**src/rtl/hazard_pkg.sv**
```systemverilog
// Shared definitions for the pipeline hazard controller: forwarding selects,
// MDU sequencer state encoding and the register-compare helper.
package hazard_pkg;

  localparam logic [1:0] FWD_RF  = 2'b00;
  localparam logic [1:0] FWD_WB  = 2'b01;
  localparam logic [1:0] FWD_MEM = 2'b10;

  typedef enum logic [1:0] {
    MDU_IDLE = 2'd0,
    MDU_BUSY = 2'd1,
    MDU_DONE = 2'd2
  } mdu_state_e;

  // $0 is hard-wired, so it never creates a dependency.
  function automatic logic reg_match(input logic [4:0] a, input logic [4:0] b);
    return (a != 5'd0) && (a == b);
  endfunction

endpackage

```
**src/rtl/mdu_sequencer.sv**
```systemverilog
// Multi-cycle mult/div sequencer: IDLE -> BUSY for MDU_LAT cycles -> one-cycle
// DONE, during which HI/LO are written. State is exported for debug and stall logic.
module mdu_sequencer
  import hazard_pkg::*;
#(
  parameter int MDU_LAT = 4
) (
  input  logic       i_clk,
  input  logic       i_rst_n,
  input  logic       i_start,
  output logic       o_busy,
  output logic       o_done,
  output mdu_state_e o_state
);

  localparam logic [3:0] LAT_M1 = 4'(MDU_LAT - 1);

  mdu_state_e state_q, state_d;
  logic [3:0] cnt_q, cnt_d;

  always_ff @(posedge i_clk or negedge i_rst_n) begin
    if (!i_rst_n) begin
      state_q <= MDU_IDLE;
      cnt_q   <= 4'd0;
    end else begin
      state_q <= state_d;
      cnt_q   <= cnt_d;
    end
  end

  // A start seen while BUSY is ignored; the pipeline never issues one.
  always_comb begin
    state_d = state_q;
    cnt_d   = cnt_q;
    case (state_q)
      MDU_IDLE: begin
        if (i_start) begin
          state_d = MDU_BUSY;
          cnt_d   = LAT_M1;
        end
      end
      MDU_BUSY: begin
        if (cnt_q != 4'd0) cnt_d = cnt_q - 4'd1;
        else               state_d = MDU_DONE;
      end
      MDU_DONE: begin
        if (i_start) begin
          state_d = MDU_BUSY;
          cnt_d   = LAT_M1;
        end else begin
          state_d = MDU_IDLE;
        end
      end
      default: state_d = MDU_IDLE;
    endcase
  end

  assign o_busy  = (state_q == MDU_BUSY);
  assign o_done  = (state_q == MDU_DONE);
  assign o_state = state_q;

endmodule

```
**src/rtl/hazard_ctrl.sv**
```systemverilog
// Hazard controller for the 5-stage pipeline: load-use, branch and MDU stalls,
// EX/ID forwarding selects and a saturating stall-cycle counter.
module hazard_ctrl
  import hazard_pkg::*;
#(
  parameter int MDU_LAT = 4,
  parameter int CNT_W   = 16
) (
  input  logic             i_clk,
  input  logic             i_rst_n,
  input  logic [4:0]       i_rsD,
  input  logic [4:0]       i_rtD,
  input  logic             i_branchD,
  input  logic             i_mdu_useD,
  input  logic [4:0]       i_rsE,
  input  logic [4:0]       i_rtE,
  input  logic [4:0]       i_write_regE,
  input  logic             i_reg_writeE,
  input  logic             i_mem_to_regE,
  input  logic             i_mdu_startE,
  input  logic [4:0]       i_write_regM,
  input  logic             i_reg_writeM,
  input  logic             i_mem_to_regM,
  input  logic [4:0]       i_write_regW,
  input  logic             i_reg_writeW,
  input  logic             i_cnt_clr,
  output logic             o_stallF,
  output logic             o_stallD,
  output logic             o_flushE,
  output logic [1:0]       o_forwardAE,
  output logic [1:0]       o_forwardBE,
  output logic             o_forwardAD,
  output logic             o_forwardBD,
  output logic             o_mdu_busy,
  output logic             o_mdu_done,
  output logic [CNT_W-1:0] o_stall_cnt
);

  mdu_state_e       mdu_state;
  logic             lw_stall, br_stall, mdu_stall, stall;
  logic [CNT_W-1:0] cnt_q, cnt_d;

  mdu_sequencer #(.MDU_LAT(MDU_LAT)) u_mdu_seq (
    .i_clk   (i_clk),
    .i_rst_n (i_rst_n),
    .i_start (i_mdu_startE),
    .o_busy  (o_mdu_busy),
    .o_done  (o_mdu_done),
    .o_state (mdu_state)
  );

  assign lw_stall = i_mem_to_regE &
                    (reg_match(i_rtE, i_rsD) | reg_match(i_rtE, i_rtD));

  // Branches resolve in ID, so an ALU result still in EX or a load still in MEM must wait.
  assign br_stall = i_branchD &
                    ((i_reg_writeE & (reg_match(i_write_regE, i_rsD) |
                                      reg_match(i_write_regE, i_rtD))) |
                     (i_mem_to_regM & (reg_match(i_write_regM, i_rsD) |
                                       reg_match(i_write_regM, i_rtD))));

  assign mdu_stall = i_mdu_useD & ((mdu_state == MDU_BUSY) | i_mdu_startE);
  assign stall     = lw_stall | br_stall | mdu_stall;

  assign o_stallF = stall;
  assign o_stallD = stall;
  assign o_flushE = stall;

  always_comb begin
    o_forwardAE = FWD_RF;
    o_forwardBE = FWD_RF;
    if (i_reg_writeM && reg_match(i_write_regM, i_rsE))      o_forwardAE = FWD_MEM;
    else if (i_reg_writeW && reg_match(i_write_regW, i_rsE)) o_forwardAE = FWD_WB;
    if (i_reg_writeM && reg_match(i_write_regM, i_rtE))      o_forwardBE = FWD_MEM;
    else if (i_reg_writeW && reg_match(i_write_regW, i_rtE)) o_forwardBE = FWD_WB;
  end

  assign o_forwardAD = i_reg_writeM & reg_match(i_write_regM, i_rsD);
  assign o_forwardBD = i_reg_writeM & reg_match(i_write_regM, i_rtD);

  always_comb begin
    cnt_d = cnt_q;
    if (i_cnt_clr)                    cnt_d = '0;
    else if (stall && (cnt_q != '1))  cnt_d = cnt_q + 1'b1;
  end

  always_ff @(posedge i_clk or negedge i_rst_n) begin
    if (!i_rst_n) cnt_q <= '0;
    else          cnt_q <= cnt_d;
  end

  assign o_stall_cnt = cnt_q;

endmodule

```
**config.mk**
```make
export PLATFORM = sky130hd
export DESIGN_NAME = hazard_ctrl
export DESIGN_NICKNAME = d
export VERILOG_FILES = /design/src/rtl/hazard_pkg.sv /design/src/rtl/mdu_sequencer.sv /design/src/rtl/hazard_ctrl.sv
export SDC_FILE = /design/constraint.sdc
export NUM_CORES = 1
export LEC_CHECK = 0
export BUFFER_PORTS_ARGS = -buffer_cell sky130_fd_sc_hd__clkbuf_2
export CELL_PAD_IN_SITES_DETAIL_PLACEMENT = 1
export CELL_PAD_IN_SITES_GLOBAL_PLACEMENT = 1
export CORE_MARGIN = 3
export CORE_UTILIZATION = 36
export DETAILED_ROUTE_END_ITERATION = 8
export PLACE_DENSITY = 0.9
export SLEW_MARGIN = 20
export SYNTH_ARGS = -nofsm -noshare
export SYNTH_HDL_FRONTEND = slang
export SYNTH_HIERARCHICAL = 1
export SYNTH_SLANG_ARGS = --single-unit
```
**constraint.sdc**
```tcl
create_clock -name i_clk -period 3 [get_ports i_clk]
set_clock_uncertainty 0.1 [all_clocks]
set_input_delay 0.6 -clock i_clk [delete_from_list [all_inputs] [get_ports i_clk]]
set_output_delay 0.6 -clock i_clk [all_outputs]
set_load 0.02 [all_outputs]
```
Yosys cells after proc, flatten, opt, wreduce, memory -nomap -nowiden:

Cells that the tools add are included.
W data, S select, Z words.

* reductions and logical operators: 26
* bitwise logic cells: 14
* add/sub/neg operators: 2
* mux-type cells: 13
* equality and inequality tests: 17

Operators with widths (count)
* $eq A5 B5 Y1: 10
* $mux W16: 2
* $reduce_bool A5 Y1: 4
* $add A16 B1 Y16 const B: 1
* $ne A16 B16 Y1 const B: 1
* $logic_and A1 B1 Y1: 15
* $mux W2: 4
* $mux W4: 2
* $pmux W4 S2: 1
* $and A1 B1 Y1: 7
* $or A1 B1 Y1: 7
* $pmux W2 S3: 1
* $ne A2 B1 Y1 const B: 2
* $ne A2 B2 Y1 const B: 2
* $reduce_bool A2 Y1: 2
* $reduce_bool A4 Y1: 1
* $sub A4 B1 Y4 const B: 1
* $mux W1: 3
* $reduce_and A3 Y1: 1
* $eq A2 B1 Y1 const B: 1
* $eq A2 B2 Y1 const B: 1
* $logic_not A2 Y1: 1
* $reduce_and A2 Y1: 1
* $reduce_or A2 Y1: 1

* input port bits: 46
* word-level logic and storage cells: 75
* output and inout port bits: 27
* bits in registers: 22

Longest topological paths before layout:

Gate-level depths: netlist of the first run.

* depth after elaboration: 11
* gate-level depth with buffers: 9
* depth with buffers taken out: 7

Modules after synthesis:

Netlist of the first run, hierarchy kept.

By module, submodules not included
* hazard_ctrl: seq. area each 400.4 µm², area each 1695.4 µm², cells an instance 201, times used 1
* mdu_sequencer: seq. area each 150.1 µm², area each 324.1 µm², cells an instance 30, times used 1

Worst setup path after synthesis of the first run:

Ideal clock, no wire load.

* kind: input-to-output
* start point: input port i_write_regM[0]
* end point: output port o_forwardBE[0]
* stages: 6
* path slack: 0.103 ns
* arrival: 2.197 ns
* required time: 2.300 ns
* path through: clkbuf_1 > nor3_1 > nand2_1 > nand2_1 > nor4_1 > nor4_1

* word-level cells in the longest chain between the ends: 4

RTL lines
* start: declaration: line hazard_ctrl.sv:21 `input logic [4:0] i_write_regM,`
* $eq A5 B5 Y1 or $reduce_bool A5 Y1 (tied branches): line hazard_pkg.sv:17 `return (a != 5'd0) && (a == b);`
* $logic_and A1 B1 Y1 (*): line hazard_pkg.sv:17
* $logic_and A1 B1 Y1 (*): line hazard_ctrl.sv:74 `if (i_reg_writeM && reg_match(i_write_regM, i_rtE)) o_forwardBE = FWD_MEM;`
* $mux W2 (*): line hazard_ctrl.sv:74
* end: declaration: line hazard_ctrl.sv:31 `output logic [1:0] o_forwardBE,`

Every way passes the cells marked *; elsewhere a longest branch is shown, timed or not.

Worst setup path after layout of the first run:

* start point: input port i_write_regE[1]
* end point: output port o_flushE

* word-level cells in the longest chain between the ends: 8

RTL lines
* start: declaration: line hazard_ctrl.sv:17 `input logic [4:0] i_write_regE,`
* $eq A5 B5 Y1 or $reduce_bool A5 Y1 (tied branches): line hazard_pkg.sv:17
* $logic_and A1 B1 Y1: line hazard_pkg.sv:17
* $or A1 B1 Y1 (*): line hazard_ctrl.sv:57 `((i_reg_writeE & (reg_match(i_write_regE, i_rsD) |`
* $and A1 B1 Y1 (*): line hazard_ctrl.sv:57
* $or A1 B1 Y1 (*): line hazard_ctrl.sv:58 `reg_match(i_write_regE, i_rtD))) |`
* $and A1 B1 Y1 (*): line hazard_ctrl.sv:56 `assign br_stall = i_branchD &`
* $or A1 B1 Y1 (*) (2 in series): line hazard_ctrl.sv:63 `assign stall = lw_stall | br_stall | mdu_stall;`
* end: declaration: line hazard_ctrl.sv:29 `output logic o_flushE,`

Marked as above.

==> key figures, run 1 <==
Power and ir drop
  – Part of the total power dissipated in combinational logic: 43.5%
  – Leakage power summed over all cells: 0.001151 uW
  – Seq pwr share: 38.6%
  – Net Switching: 388.3 uW
  – Clock power frac: 17.9%
  – Cell-internal power: 621.2 uW
  – Power density over cell area: 414.6 nW/um^2
  – Net switching fraction of the power: 38.46%
  – Worst ir drop on vdd: 0.0002531 V

Setup path
  – CP Max Fanout: 5
  – Worst Setup End Kind: output pin
  – Data required time at the worst endpoint: 2.30 ns
  – Critical Path Sink: o_flushE
  – CP Launch Type: primary input
  – Classification of the worst setup path: in -> out
  – Capture instance of the worst register-to-register path: o_stall_cnt[2]$_DFFE_PN0P_
  – Arr. time, crit path: 2.03 ns
  – CP startpoint: i_write_regE[1]
  – Launch instance of the worst register-to-register path: o_stall_cnt[0]$_DFFE_PN0P_
  – Number of cells on the worst reg-to-reg path: 7
  – Minimum setup slack among reg-to-reg paths: 0.46 ns

Clock tree
  – Depth of the CTS H-tree: 1
  – Root Buffer: clkbuf_8
  – Clock tree from TritonCTS: yes
  – Number of buffers created by CTS: 3
  – Post-CTS setup-driven buffer insertion count: 0
  – Resized cells post-CTS: 0
  – Worst-case clock buffer depth: 2
  – Clock-pin slew on the worst setup and hold paths: 0.08 ns
  – Clock insertion delay at the later pin of the skew report: 0.26 ns
  – Clk sinks: 22
  – Total of hold buffers inserted after clock tree synthesis: 0

Synthesis
  – Share of flip-flops with an asynchronous set or reset: 100.0%
  – Count of state elements after synthesis: 22
  – Netlist cell types: 47
  – Primary flip-flop cell chosen by synthesis mapping: dfrtp_1
  – Mean cell area of the mapped netlist: 8.742 sq um
  – Synthesized cell area: 2019 sq um
  – Count of flip-flops with a built-in enable after synthesis: 0
  – Post-synthesis cell count: 231
  – Count of warnings emitted by yosys: 6
  – Part of the Yosys area used for sequential elements: 27.26%
  – Synth Net Count: 280

Detailed routing
  – Count of routing violations after the opening detailed-route iteration: 78
  – Per-cell via count in the routed design: 5.288
  – DRC: 0
  – Count of nets left with antenna violations after detail routing: 0
  – Number of search-and-repair iterations in the first detailed-routing pass: 4
  – Total via count in the routed design: 1909
  – Average wire length per cell after detail routing: 15.96 um
  – Sum of routed wire length over all layers: 5.760 mm

Outcome
  – Run status: finished clean

Cells and area
  – Post-layout nets: 342
  – Fraction of final layout cells sized beyond drive strength 1: 31.96%
  – Diode insertion count for antenna repair: 0
  – Fill cell count: 672
  – Growth of design area from synthesis to finish: 20.57%
  – Final Non-Filler Cells: 361
  – Final design utilization: 46.20%

Global routing
  – Number of antenna violations at the first check in global routing: 0
  – Overall track demand over capacity in global routing: 17.51%
  – Wire length of the first global-routing pass: 9.170 mm
  – Pin count of the biggest net entering global routing: 29
  – Vias in the first global route: 1922
  – Grt total ovfl: 0

Placed design
  – Placed Instances: 358
  – GPL Wtd Cong: 0.7686
  – Final HPWL from detailed placement: 4.702 mm
  – Total of buffers placed on input and output ports: 72

Die
  – Number of core rows: 26
  – Overall die area: 6544 sq um
  – Num ports: 73
  – Floorplan die height: 80.90 um
  – Effective utilization at floorplan: 38.32%
  – Placeable Area: 5270 sq um
  – Die width: 80.90 um

STA
  – Fmax: 0.3664 GHz
  – Max transition margin: 61.58%
  – Final Max Tran Viols: 0
  – Measured slew at the worst slew-check pin: 0.5763 ns
  – Portion of the clock cycle consumed by the worst path in the final layout: 90.96%
  – Finish-stage setup viols: 0
  – Final min period: 2.729 ns
  – Hold violation count in the final report: 0
  – Sum Neg Setup Slack: 0 ns
  – Setup repair after global routing missed its margin: no

Min path
  – Hold/Removal Path Class: in -> async

Flow run
  – Max-cap violations: 0
[power by group through the flow]
stage | Combinational (uW) | Sequential (uW) | Clock [uW]
6_report | 439 | 389 | 181
5_1_grt | 487 | 398 | 198
4_1_cts | 445 | 390 | 188
3_5_place_dp | 444 | 396 | 0
3_3_place_gp | 419 | 394 | 0
2_1_floorplan | 311 | 389 | 0
[stage by stage]
| step | area, sq um | hold slack [ns] | worst slack [ns] | power [uW] |
|---|---|---|---|---|
| after floorplan | 2019 | 0.2044 | 0.1034 | 699.7 |
| after global placement | 2394 | 0.4038 | 0.3651 | 812.4 |
| after detailed placement | 2394 | 0.4142 | 0.2873 | 840.0 |
| after CTS | 2435 | 0.2313 | 0.2912 | 1022 |
| after global routing | 2435 | 0.2542 | 0.2236 | 1083 |
| final | 2435 | 0.2162 | 0.2711 | 1010 |
[worst max-delay path, stage by stage]
cell	delay (ns)
clkbuf_2	0.11
or4_1	0.52
o2111ai_1	0.29
nand4_1	0.27
clkbuf_2	0.24
[layer usage]
layer	vias to the layer above	part of all wire (%)	GRT usage, %
li1	922	-	-
met1	928	44	22.34
met2	51	50	31.20
met4	0	0.99	3.378
met5	-	0	0
met3	8	5.1	2.772
[layout by cell type (no fill, tap or decap), types with 2 or more instances in the layout]
cell type and instances:
clkbuf_2 72, xnor2_1 26, xor2_1 24, dfrtp_1 22
nor2_1 17, nand3_1 15, nor2b_1 14, and3_1 9
nand4_1 8, mux2_2 7, nor3_1 6, nand2_1 6
inv_1 5, nor4_1 4, or4_1 4, nand2b_1 4
mux2_1 3, mux2i_1 3, a21oi_1 3, ha_1 3
clkbuf_8 3, buf_4 3, o21ai_0 2, or4_4 2
and2_1 2, and3b_1 2, a31oi_1 2, a311oi_1 2
[Yosys cell counts, drive strengths merged (3+ instances only)]
master | instances | area (sq um)
xnor2 | 26 | 227.7
xor2 | 24 | 210.2
dfrtp | 22 | 550.5
nor2 | 17 | 63.81
nand3 | 15 | 75.07
buf | 14 | 81.32
nor2b | 14 | 87.58
mux2 | 11 | 127.6
and3 | 10 | 67.56
nand4 | 8 | 50.05
inv | 6 | 22.52
nand2 | 6 | 22.52
nor3 | 6 | 30.03
or4 | 6 | 52.55
clkbuf | 4 | 15.01
nand2b | 4 | 25.02
nor4 | 4 | 25.02
a21oi | 3 | 15.01
ha | 3 | 37.54
mux2i | 3 | 30.03
o21ai | 3 | 15.01
[flip-flops by register name (all words and copies together) (netlist names)]
signal	flops
o_stall_cnt	16
u_mdu_seq/cnt_q	4
u_mdu_seq/o_state	2
[cell type report]
type	count	area, sq um	share of cell area (%)
Tap cell	70	87.58	3.597
Sequential cell	22	550.5	22.61
Clock buffer	3	41.29	1.696
Timing Repair Buffer	75	382.9	15.72
Inverter	6	22.52	0.9250
Multi-Input combinational cell	185	1350	55.45
[kinds of logic (layout without fill, tap and decap cells)]
logic type / after synthesis / after routing / synth area share (%)
AO/OA/AOI/OAI: 18 / 18 / 6.630
XOR/XNOR: 50 / 50 / 21.69
adder cells (fa/ha/maj): 3 / 3 / 1.859
buffers and inverters: 24 / 84 / 5.885
flip-flops: 22 / 22 / 27.26
multiplexers: 14 / 14 / 7.807
AND/OR/NAND/NOR: 100 / 100 / 28.87
[worst min path at each step]
| stage | start | end | slack [ns] |
|---|---|---|---|
| global placement | u_mdu_seq/cnt_q[0]$_DFFE_PN0P_ | u_mdu_seq/cnt_q[0]$_DFFE_PN0P_ | 0.40 |
| finish | i_rst_n | o_stall_cnt[3]$_DFFE_PN0P_ | 0.22 |
| floorplan | i_rst_n | o_stall_cnt[0]$_DFFE_PN0P_ | 0.20 |
| detailed placement | u_mdu_seq/cnt_q[2]$_DFFE_PN0P_ | u_mdu_seq/o_state[1]$_DFFE_PN0P_ | 0.41 |
| CTS | i_rst_n | o_stall_cnt[3]$_DFFE_PN0P_ | 0.23 |
| global route | i_rst_n | o_stall_cnt[4]$_DFFE_PN0P_ | 0.25 |
Power figures use the tool's default switching activity.
==> run 2, diff against run 1 <==
--- a/config.mk
+++ b/config.mk
@@ -12,5 +12,6 @@
 export CORE_UTILIZATION = 36
 export DETAILED_ROUTE_END_ITERATION = 8
-export PLACE_DENSITY = 0.9
+export PLACE_DENSITY = 0.77
+export RECOVER_POWER = 100
 export SLEW_MARGIN = 20
 export SYNTH_ARGS = -nofsm -noshare
==> constraint.sdc (replaced) <==
create_clock -name i_clk -period 3 [get_ports i_clk]
set_clock_uncertainty 0.1 [all_clocks]
set_input_delay 0.15 -clock i_clk [delete_from_list [all_inputs] [get_ports i_clk]]
set_output_delay 0.15 -clock i_clk [all_outputs]
set_load 0.02 [all_outputs]
==> run 2 against run 1 <==
Compared with the run above: clock power is 17% higher; setup slack better by 0.23 ns; combinational power is 4.6% lower; critical endpoint is now o_stall_cnt[2]$_DFFE_PN0P_.
==> key figures, run 2 (synthesis gave the netlist of run 1 again) <==
Detailed routing
  – Average wire length per cell after detail routing: 15.48 um (-3.0%)
  – DRC: 0 (unchanged)
  – Total via count in the routed design: 1858 (-2.7%)
  – Count of nets left with antenna violations after detail routing: 0 (unchanged)
  – Number of search-and-repair iterations in the first detailed-routing pass: 4 (unchanged)
  – Sum of routed wire length over all layers: 5.604 mm (-2.7%)
  – Count of routing violations after the opening detailed-route iteration: 73 (-6.4%)
  – Per-cell via count in the routed design: 5.133 (-2.9%)

Power and ir drop
  – Power density over cell area: 424.4 nW/um^2 (+2.4%)
  – Leakage power summed over all cells: 0.001055 uW (-8.3%)
  – Worst ir drop on vdd: 0.0002902 V (+15%)

STA
  – Finish-stage setup viols: 0 (unchanged)
  – Sum Neg Setup Slack: 0 ns (unchanged)
  – Hold violation count in the final report: 0 (unchanged)
  – Fmax: 0.4001 GHz (+9.2%)
  – Setup repair after global routing missed its margin: no
  – Measured slew at the worst slew-check pin: 1.205 ns (+0.6282 ns)
  – Final min period: 2.500 ns (-0.2293 ns)
  – Final Max Tran Viols: 0 (unchanged)
  – Portion of the clock cycle consumed by the worst path in the final layout: 83.32% (-7.6 points)
  – Max transition margin: 19.70% (-42 points)

Flow run
  – Max-cap violations: 0 (unchanged)

Cells and area
  – Leading cell type in the layout, fill and taps excluded: clkbuf_2
  – Fin area: 2399 sq um (-1.5%)
  – Post-layout nets: 342 (unchanged)
  – Fraction of final layout cells sized beyond drive strength 1: 21.23% (-11 points)
  – Most frequent cells in the layout: clkbuf_2, clkbuf_1, xnor2_1, xor2_1, dfrtp_1
  – Diode insertion count for antenna repair: 0 (unchanged)
  – Growth of design area from synthesis to finish: 18.77%
  – Flip-flop count of the largest register, all copies and words added: 16 (unchanged)
  – Fill cell count: 691 (+2.8%)

Global routing
  – Wire length of the first global-routing pass: 9.432 mm (+2.9%)
  – Pin count of the biggest net entering global routing: 29 (unchanged)
  – Grt total ovfl: 0 (unchanged)
  – Overall track demand over capacity in global routing: 18.03% (+0.52 points)
  – Vias in the first global route: 1996 (+3.9%)
  – Number of antenna violations at the first check in global routing: 0 (unchanged)

Clock tree
  – Clock-pin slew on the worst setup and hold paths: 0.08 ns (about the same)
  – Depth of the CTS H-tree: 1 (unchanged)
  – Root Buffer: clkbuf_8
  – Worst-case clock buffer depth: 2 (unchanged)
  – Post-CTS setup-driven buffer insertion count: 0 (unchanged)
  – Clk sinks: 22 (unchanged)
  – Clock insertion delay at the later pin of the skew report: 0.26 ns (about the same)
  – Clock tree from TritonCTS: yes
  – Number of buffers created by CTS: 3 (unchanged)

Min path
  – Hold Crit Endpoint: u_mdu_seq/cnt_q[2]$_DFFE_PN0P_
  – Launch instance of the worst min-delay path: i_mdu_startE
  – Hold/Removal Path Class: in -> reg
  – Hold-critical path depth: 3

Setup path
  – Arr. time, crit path: 2.55 ns (+0.52 ns)
  – Minimum setup slack among reg-to-reg paths: 0.52 ns (+0.06 ns)
  – Worst Setup End Kind: flip-flop
  – CP Max Fanout: 22 (+17)
  – CP startpoint: i_write_regM[3]
  – Launch instance of the worst register-to-register path: o_stall_cnt[0]$_DFFE_PN0P_
  – Classification of the worst setup path: in -> reg
  – Worst path cell trace: clkbuf_1 -> xor2_1 -> nor3_1 -> nand3_1 -> a21o_1 -> nand4_1 -> clkbuf_1 -> and3_2 -> mux2_4
  – Data required time at the worst endpoint: 3.05 ns (+0.75 ns)
  – Biggest cell delay along the critical path: 0.71 ns (+0.19 ns)
  – Highest-delay cell along the critical path: clkbuf_1
  – Capture instance of the worst register-to-register path: o_stall_cnt[2]$_DFFE_PN0P_
  – Most frequent cell on the critical path: clkbuf_1
  – Number of cells on the worst reg-to-reg path: 7 (unchanged)
  – CP Launch Type: primary input
  – Largest delay contributor family on the critical path: buffers and inverters
  – Total buffers and inverters traversed by the critical path: 2 (unchanged)

Die
  – Num ports: 73 (unchanged)
  – Die width: 80.90 um (unchanged)
  – Overall die area: 6544 sq um (unchanged)
  – Floorplan die height: 80.90 um (unchanged)
  – Number of core rows: 26 (unchanged)
  – Placeable Area: 5270 sq um (unchanged)
  – Effective utilization at floorplan: 38.32% (unchanged)

Placed design
  – DP Area: 2386 sq um (-0.31%)
  – GPL Wtd Cong: 0.8191 (+6.6%)
  – Final HPWL from detailed placement: 4.529 mm (-3.7%)
  – Total of buffers placed on input and output ports: 72 (unchanged)

Outcome
  – Run status: finished clean
-- run 2: area by class of cell --
cell class              count  area, sq um  share of cell area [%]
clock buffers               4        55.05                   2.295
inverters                   6        22.52                  0.9390
multi-input cells         185         1340                   55.87
flip-flops and latches     22        550.5                   22.95
well taps                  70        87.58                   3.652
repair buffers             75        342.8                   14.29
-- run 2: routing by layer --
layer	up-vias	routed length [um]	global-route usage, %
met5	-	0	0
li1	924	-	-
met3	2	203	1.552
met2	34	2760	31.69
met1	898	2615	23.93
met4	0	25	4.054
-- run 2: worst max path at each step --
| stage | end | depth (start not counted) |
|---|---|---|
| 3_3_place_gp | o_stall_cnt[2]$_DFFE_PN0P_ | 7 |
| 4_1_cts | o_stall_cnt[2]$_DFFE_PN0P_ | 7 |
| 2_1_floorplan | o_stall_cnt[0]$_DFFE_PN0P_ | 7 |
| 6_report | o_stall_cnt[2]$_DFFE_PN0P_ | 9 |
| 5_1_grt | o_stall_cnt[2]$_DFFE_PN0P_ | 7 |
| 3_5_place_dp | o_stall_cnt[2]$_DFFE_PN0P_ | 7 |
-- run 2: power by group --
part / internal (uW) / switching (uW) / total, uW
logic: 177 / 242 / 419
registers: 340 / 46.8 / 387
clock network: 117 / 94.9 / 212
total: 634 / 384 / 1020
-- run 2: timing repair --
item | CTS | global route
hold buffers | 1 | 0
endpoints found under the hold margin | 22 | 0
resized for setup | 0 | 0
-- run 2: stage by stage --
stage / cells / worst slack, ns / hold WS, ns / power [uW] / util, %
after floorplan: 231 / 0.8633 / -0.2456 / 699.7 / -
after global placement: 357 / 0.7818 / 0.06666 / 811.7 / 45.28
after detailed placement: 357 / 0.7109 / 0.07370 / 830.9 / 45.28
after CTS: 362 / 0.6851 / 0.2179 / 1051 / 46.51
after global routing: 362 / 0.2664 / 0.2443 / 1101 / 45.51
final: 362 / 0.5004 / 0.2326 / 1018 / 45.51
-- run 2: worst reg2reg max path, stage by stage (launching register included) --
cell	delay [ns]
dfrtp_1	0.42
ha_1	0.23
and4_1	0.29
and2_0	0.27
nand4_1	0.23
clkbuf_1	0.26
and3_2	0.27
mux2_4	0.29
